==> src/rtl/mandel_view_ctrl.sv <==
// Frame-level controller for the Mandelbrot renderer: owns the view
// (cx, cy, w in signed Q10.22), derives the renderer constants, clears the
// screen, starts and aborts renders, and muxes the VGA plot port.
module mandel_view_ctrl #(
  parameter int unsigned       WIDTH    = 320,
  parameter int unsigned       HEIGHT   = 240,
  parameter logic signed [31:0] W_RESET  = 32'sh01000000,
  parameter logic signed [31:0] W_MIN    = 32'sh00000400,
  parameter logic signed [31:0] W_MAX    = 32'sh02000000,
  parameter logic signed [31:0] C_LIMIT  = 32'sh02000000,
  parameter logic signed [31:0] DX_RECIP = 32'sd13107,
  parameter logic signed [31:0] DY_RECIP = 32'sd17476
) (
  input  logic               clk,
  input  logic               rst,
  input  logic               zoom_in,
  input  logic               zoom_out,
  input  logic               pan_left,
  input  logic               pan_right,
  input  logic               pan_up,
  input  logic               pan_down,
  output logic signed [31:0] xmin,
  output logic signed [31:0] ymin,
  output logic signed [31:0] dx,
  output logic signed [31:0] dy,
  output logic               mb_start,
  output logic               mb_rst,
  input  logic               mb_done,
  input  logic [8:0]         mb_vga_x,
  input  logic [7:0]         mb_vga_y,
  input  logic [2:0]         mb_colour,
  input  logic               mb_plot,
  output logic [8:0]         vga_x,
  output logic [7:0]         vga_y,
  output logic [2:0]         vga_colour,
  output logic               vga_plot,
  output logic               busy,
  output logic               frame_done
);

  localparam int unsigned FRAC = 22;

  typedef enum logic [2:0] {
    S_CALC,
    S_CLEAR,
    S_RENDER,
    S_ABORT,
    S_APPLY,
    S_DONE
  } state_t;

  typedef enum logic [2:0] {
    CMD_ZIN,
    CMD_ZOUT,
    CMD_PL,
    CMD_PR,
    CMD_PU,
    CMD_PD
  } cmd_t;

  state_t             state;
  cmd_t               pend_cmd;
  cmd_t               cmd_new;
  logic               pend_valid;
  logic               any_cmd;

  logic signed [31:0] cx;
  logic signed [31:0] cy;
  logic signed [31:0] w;
  logic signed [31:0] h;
  logic signed [31:0] w_half;
  logic signed [32:0] w_dbl;
  logic signed [32:0] cx_minus;
  logic signed [32:0] cx_plus;
  logic signed [32:0] cy_minus;
  logic signed [32:0] cy_plus;

  logic [8:0]         clr_x;
  logic [7:0]         clr_y;
  logic               last_x;
  logic               last_pix;

  // Q10.22 multiply by a reciprocal constant, keeping the low 32 bits
  function automatic logic signed [31:0] scale(input logic signed [31:0] a,
                                               input logic signed [31:0] r);
    return 32'((64'(a) * 64'(r)) >>> FRAC);
  endfunction

  // clamp a widened pan result to [-C_LIMIT, C_LIMIT]
  function automatic logic signed [31:0] sat(input logic signed [32:0] v);
    if (v > 33'(C_LIMIT)) begin
      return C_LIMIT;
    end else if (v < -33'(C_LIMIT)) begin
      return -C_LIMIT;
    end else begin
      return 32'(v);
    end
  endfunction

  // view-derived quantities and candidate command results
  always_comb begin
    h        = (w >>> 1) + (w >>> 2);
    w_half   = w >>> 1;
    w_dbl    = 33'(w) <<< 1;
    cx_minus = 33'(cx) - 33'(w >>> 3);
    cx_plus  = 33'(cx) + 33'(w >>> 3);
    cy_minus = 33'(cy) - 33'(h >>> 3);
    cy_plus  = 33'(cy) + 33'(h >>> 3);
  end

  // same-cycle command priority encoder
  always_comb begin
    any_cmd = zoom_in | zoom_out | pan_left | pan_right | pan_up | pan_down;
    cmd_new = CMD_PD;
    if (zoom_in) begin
      cmd_new = CMD_ZIN;
    end else if (zoom_out) begin
      cmd_new = CMD_ZOUT;
    end else if (pan_left) begin
      cmd_new = CMD_PL;
    end else if (pan_right) begin
      cmd_new = CMD_PR;
    end else if (pan_up) begin
      cmd_new = CMD_PU;
    end
  end

  assign last_x   = (clr_x == 9'(WIDTH - 1));
  assign last_pix = last_x && (clr_y == 8'(HEIGHT - 1));

  // frame sequencer, view state and registered outputs
  always_ff @(posedge clk) begin
    if (rst) begin
      state      <= S_CALC;
      cx         <= '0;
      cy         <= '0;
      w          <= W_RESET;
      pend_valid <= 1'b0;
      pend_cmd   <= CMD_ZIN;
      clr_x      <= '0;
      clr_y      <= '0;
      xmin       <= '0;
      ymin       <= '0;
      dx         <= '0;
      dy         <= '0;
      mb_start   <= 1'b0;
      frame_done <= 1'b0;
    end else begin
      mb_start   <= 1'b0;
      frame_done <= 1'b0;

      // one-entry command slot: later pulses are dropped while it is full
      if (!pend_valid && any_cmd) begin
        pend_valid <= 1'b1;
        pend_cmd   <= cmd_new;
      end

      case (state)
        S_CALC: begin
          xmin  <= cx - (w >>> 1);
          ymin  <= cy - (h >>> 1);
          dx    <= scale(w, DX_RECIP);
          dy    <= scale(h, DY_RECIP);
          clr_x <= '0;
          clr_y <= '0;
          state <= S_CLEAR;
        end

        S_CLEAR: begin
          if (last_pix) begin
            if (pend_valid) begin
              state <= S_APPLY;
            end else begin
              state    <= S_RENDER;
              mb_start <= 1'b1;
            end
          end else if (last_x) begin
            clr_x <= '0;
            clr_y <= clr_y + 8'd1;
          end else begin
            clr_x <= clr_x + 9'd1;
          end
        end

        S_RENDER: begin
          // a finished frame wins over a command arriving in the same cycle
          if (mb_done) begin
            state      <= S_DONE;
            frame_done <= 1'b1;
          end else if (pend_valid) begin
            state <= S_ABORT;
          end
        end

        S_ABORT: begin
          state <= S_APPLY;
        end

        S_APPLY: begin
          pend_valid <= 1'b0;
          state      <= S_CALC;
          case (pend_cmd)
            CMD_ZIN:  if (w_half >= W_MIN) w <= w_half;
            CMD_ZOUT: if (w_dbl <= 33'(W_MAX)) w <= 32'(w_dbl);
            CMD_PL:   cx <= sat(cx_minus);
            CMD_PR:   cx <= sat(cx_plus);
            CMD_PU:   cy <= sat(cy_minus);
            CMD_PD:   cy <= sat(cy_plus);
            default:  ;
          endcase
        end

        S_DONE: begin
          if (pend_valid) begin
            state <= S_APPLY;
          end
        end

        default: begin
          state <= S_CALC;
        end
      endcase
    end
  end

  // VGA port mux: own clear sweep, renderer stream, or idle
  always_comb begin
    vga_x      = '0;
    vga_y      = '0;
    vga_colour = '0;
    vga_plot   = 1'b0;
    if (state == S_CLEAR) begin
      vga_x    = clr_x;
      vga_y    = clr_y;
      vga_plot = 1'b1;
    end else if (state == S_RENDER) begin
      vga_x      = mb_vga_x;
      vga_y      = mb_vga_y;
      vga_colour = mb_colour;
      vga_plot   = mb_plot;
    end
  end

  assign mb_rst = rst | (state == S_ABORT);
  assign busy   = (state != S_DONE);

endmodule

==> config.mk <==
export PLATFORM = sky130hd
export DESIGN_NAME = mandel_view_ctrl
export DESIGN_NICKNAME = d
export VERILOG_FILES = /design/src/rtl/mandel_view_ctrl.sv
export SDC_FILE = /design/constraint.sdc
export NUM_CORES = 2
export LEC_CHECK = 0
export ABC_AREA = 1
export BUFFER_PORTS_ARGS = -buffer_cell sky130_fd_sc_hd__clkbuf_2
export CAP_MARGIN = 0
export CORE_MARGIN = 5
export CORE_UTILIZATION = 60
export DETAILED_ROUTE_END_ITERATION = 10
export GPL_TIMING_DRIVEN = 0
export PLACE_DENSITY = 0.77
export SYNTH_ARGS = -nofsm -noshare
export SYNTH_HDL_FRONTEND = slang
export SYNTH_SLANG_ARGS = --single-unit
==> constraint.sdc <==
create_clock -name clk -period 11.1 [get_ports clk]
set_input_delay 1.11 -clock clk [delete_from_list [all_inputs] [get_ports clk]]
set_output_delay 1.11 -clock clk [all_outputs]
set_load 0.01 [all_outputs]
==> metrics.md <==
| Metric | Value |
|---|---|
| # IOs | `around 180` |
| Final ANT Viol Nets | `0` |
| Setup TNS | `0 ns` |
| Overall Power | `between 7 and 8 mW` |
| Fin nets | `about 6400` |
| RSZ-0062 raised after global routing | `false` |
| H-Tree Depth | `1` |
| GR Overflow Total | `0` |
| Yosys warns | `0` |
| Final Hold Slack | `just under 0.5 ns` |
| CP most frequent cell | `nand2_1` |
| Layout cells sized above 1 | `~7.4%` |
| Antenna violations before repair | `4` |
| Worst Skew | `approximately 0.034 ns` |
| Core area | `around 61000 um2` |
| Power Density | `between 150 and 200 nW/um2` |
| Fill cells | `5692` |
| Slew HR | `-6.44%` |
| Die Height | `approximately 260 um` |
| Crit-path max FO | `9` |
| Post-DP HPWL | `roughly 110000 um` |
| Slowest CP cell | `xor2_1` |
| Clock power frac | `approximately 16%` |
| Seq pwr share | `between 10% and 20%` |
| Setup slack after placement | `~2.7 ns` |
| Synthesized area per cell | `6.88 um2` |
| Full die area | `66500 um2` |
| Failing checks | `capacitance limit, slew limit` |
| Slowest stage delay, CP | `1.09 ns` |
| Number of cells after detailed placement | `between 6000 and 7000` |
| Routed WL | `~130000 um` |
| Die width | `approximately 260 um` |
| CP required | `11.62 ns` |
| CTS Buffer Depth | `3` |
| Max cap viols | `3` |
| Largest net degree at the start of global routing | `41` |
| Ys flop type | `dfxtp_1` |
| CP delay by family, top | `adder cells` |
| First-pass GRT wire length | `roughly 200000 um` |
| Hold Crit Class | `reg2reg` |
| CP Buf/Inv Count | `6` |
| Yosys top cell by area | `ha_1` |
| Setup violators final | `0` |
| Count of cell types in the netlist | `65` |
| Nature of the critical path endpoint | `register` |
| CTS tree | `done` |
| Worst-Margin Slew | `between 1.5 and 2 ns` |
| #FFs+latches synth | `~240` |
| Combinational Power Share | `approximately two thirds` |
| CP Launch Type | `register` |
| Number of port buffers | `between 150 and 200` |
| Net Sw Power | `around 3.8 mW` |
| Final WS setup | `2.37 ns` |
| Mapped Cells | `~5400` |
| Hold Fails Final Rpt | `0` |
| Routability congestion estimate | `roughly 1.0` |
| Layout Area Growth over Synthesis | `8.25%` |
| Drt pass-1 iters | `9` |
| Int Pwr | `3.27 mW` |
| Clock Sinks | `about 240` |
| Average wire per standard cell | `roughly 21 um` |
| Area occupied by registers | `between 4000 and 5000 um2` |
| Crit share post-route | `78.7%` |
| Critical path data arrival time | `9.25 ns` |
| Cell area after synthesis | `36900 um2` |
| Status | `finished, violations left` |
| Ranking of synthesized cells by area | `ha_1, fa_1, dfxtp_1, inv_1, nand2_1` |
| Starting DRT DRC Count | `between 4000 and 5000` |
| Critical path type | `reg2reg` |
| Via density | `a little under 6` |
| Sequential share of the synthesized area | `12.9%` |
| N_diodes | `0` |
| Drc violations | `0` |
| Leak pwr | `~22 nW` |
| Starting Density | `about three fifths` |
| GRT Total Usage | `approximately 38%` |
| Sw frac | `a little over half` |
| Worst skew pair latency | `between 0.6 and 0.7 ns` |
| Via count | `between 30000 and 40000` |
| Syn Nets | `roughly 6000` |
| Post_cts resized | `0` |
| Fmax | `about 110 MHz` |
| Hold buffer count at cts | `0` |
| CTS buffer count | `30` |
| Number of flops mapped to enable cells by yosys | `0` |
| Crit path time final | `between 8 and 9 ns` |
| VDD IR-drop max | `between 100 and 150 uV` |
| Clock-pin slew on the worst setup and hold paths | `0.06 ns` |
| Multi-input gate area | `27400 um2` |
| Vias in the first global route | `between 30000 and 40000` |
| Post-CTS setup buffer count | `0` |
| Slew Limit Fails | `12` |
| FFs w/ async S/R, synth | `0%` |
| Final Non-Filler Cells | `between 6000 and 7000` |
| Top cell type's share of synthesized area | `about 16%` |
| Num rows | `91` |
| CTS root buffer | `clkbuf_16` |
==> cells in the final DEF (no fill, tap or decap), types with 22 or more instances in the layout <==
cell	instances
o21bai_1	30
nand3_1	200
a21oi_1	384
a21o_1	33
nor3_1	70
nor4_1	29
ha_1	474
buf_4	22
xnor2_1	46
nand3_2	22
o21ai_0	336
clkbuf_1	87
nor2_1	557
fa_1	274
nand4_1	117
xor2_1	174
clkbuf_16	30
a31oi_1	71
inv_1	1026
clkbuf_2	183
buf_2	31
nand2_1	858
o211ai_1	33
nand2_2	29
dfxtp_1	236
o21ai_1	30
==> worst reg2reg max path: cells and delay by family, from the launching register on <==
| kind | cells | cell delay (ns) |
|---|---|---|
| adder cells (fa/ha/maj) | 6 | 2.49 |
| AND/OR/NAND/NOR | 15 | 2.08 |
| XOR/XNOR | 2 | 1.27 |
| buffers and inverters | 6 | 1.08 |
| AO/OA/AOI/OAI | 4 | 1.01 |
| flip-flops | 1 | 0.72 |
==> power groups by stage <==
stage / logic (mW) / registers, mW / clock network, mW
5_1_grt: 5.11 / 1.22 / 1.19
2_1_floorplan: 3.06 / 1.21 / 0
3_3_place_gp: 4.45 / 1.21 / 0
3_5_place_dp: 4.48 / 1.21 / 0
6_report: 4.68 / 1.20 / 1.15
4_1_cts: 4.54 / 1.19 / 1.15
==> logic make-up (layout without fill, tap and decap cells) <==
group           Yosys count  in the layout  synth area share (%)
flops                   237            237                  12.9
buf+inv                1207           1443                  12.7
compound gates         1015           1015                  15.5
xor+xnor                220            220                  5.22
simple gates           1934           1934                  22.7
fa+ha+maj               748            748                  30.9
mux                       1              1                0.0271
==> synthesized netlist by cell type (all sizes together) (46+ instances only) <==
cell,number
a21oi,390
a31oi,71
buf,68
clkbuf,90
dfxtp,237
fa,274
ha,474
inv,1044
nand2,894
nand3,222
nand4,118
nor2,565
nor3,71
o21ai,368
xnor2,46
xor2,174
==> sequential cells by signal, indices dropped and copies added, names as in the netlist, 3 cells and up <==
register / flops
cx: 32
cy: 32
w: 32
xmin: 32
ymin: 32
dy: 26
dx: 25
clr_x: 9
clr_y: 8
pend_cmd: 3
state: 3
==> metal layers <==
layer | wire length [um] | global-route usage (%)
met4 | 5790 | 13.6
met1 | 54900 | 53.8
met2 | 54600 | 57.9
met5 | 13 | 0
met3 | 17200 | 9.79
==> area by class of cell <==
class | instances | area share [%]
tap | 790 | 2.48
multi-input combinational | 3918 | 68.7
timing repair buffer | 181 | 2.27
clock buffer | 32 | 1.95
inverter | 1049 | 9.86
clock inverter | 23 | 0.909
sequential | 237 | 11.9
buffer | 158 | 1.91
==> per-stage QoR <==
step                      cell area, um2  util, %
after floorplan                    36900        -
after global placement             38800     63.3
after detailed placement           38800     63.3
after CTS                          39900     65.2
after global routing               39900     65.2
final                              39900     65.2
==> final timing paths <==
| path | startpoint | end | slack [ns] | cells past startpoint |
|---|---|---|---|---|
| worst max register to register | w[21] | dy[30] | 2.37 | 33 |
| worst max-delay path | w[21] | dy[30] | 2.37 | 33 |
| worst min register to register | xmin[2] | xmin[2] | 0.49 | 2 |
| worst min-delay path | xmin[2] | xmin[2] | 0.49 | 2 |
No activity file was read; power rests on OpenSTA's default activity.
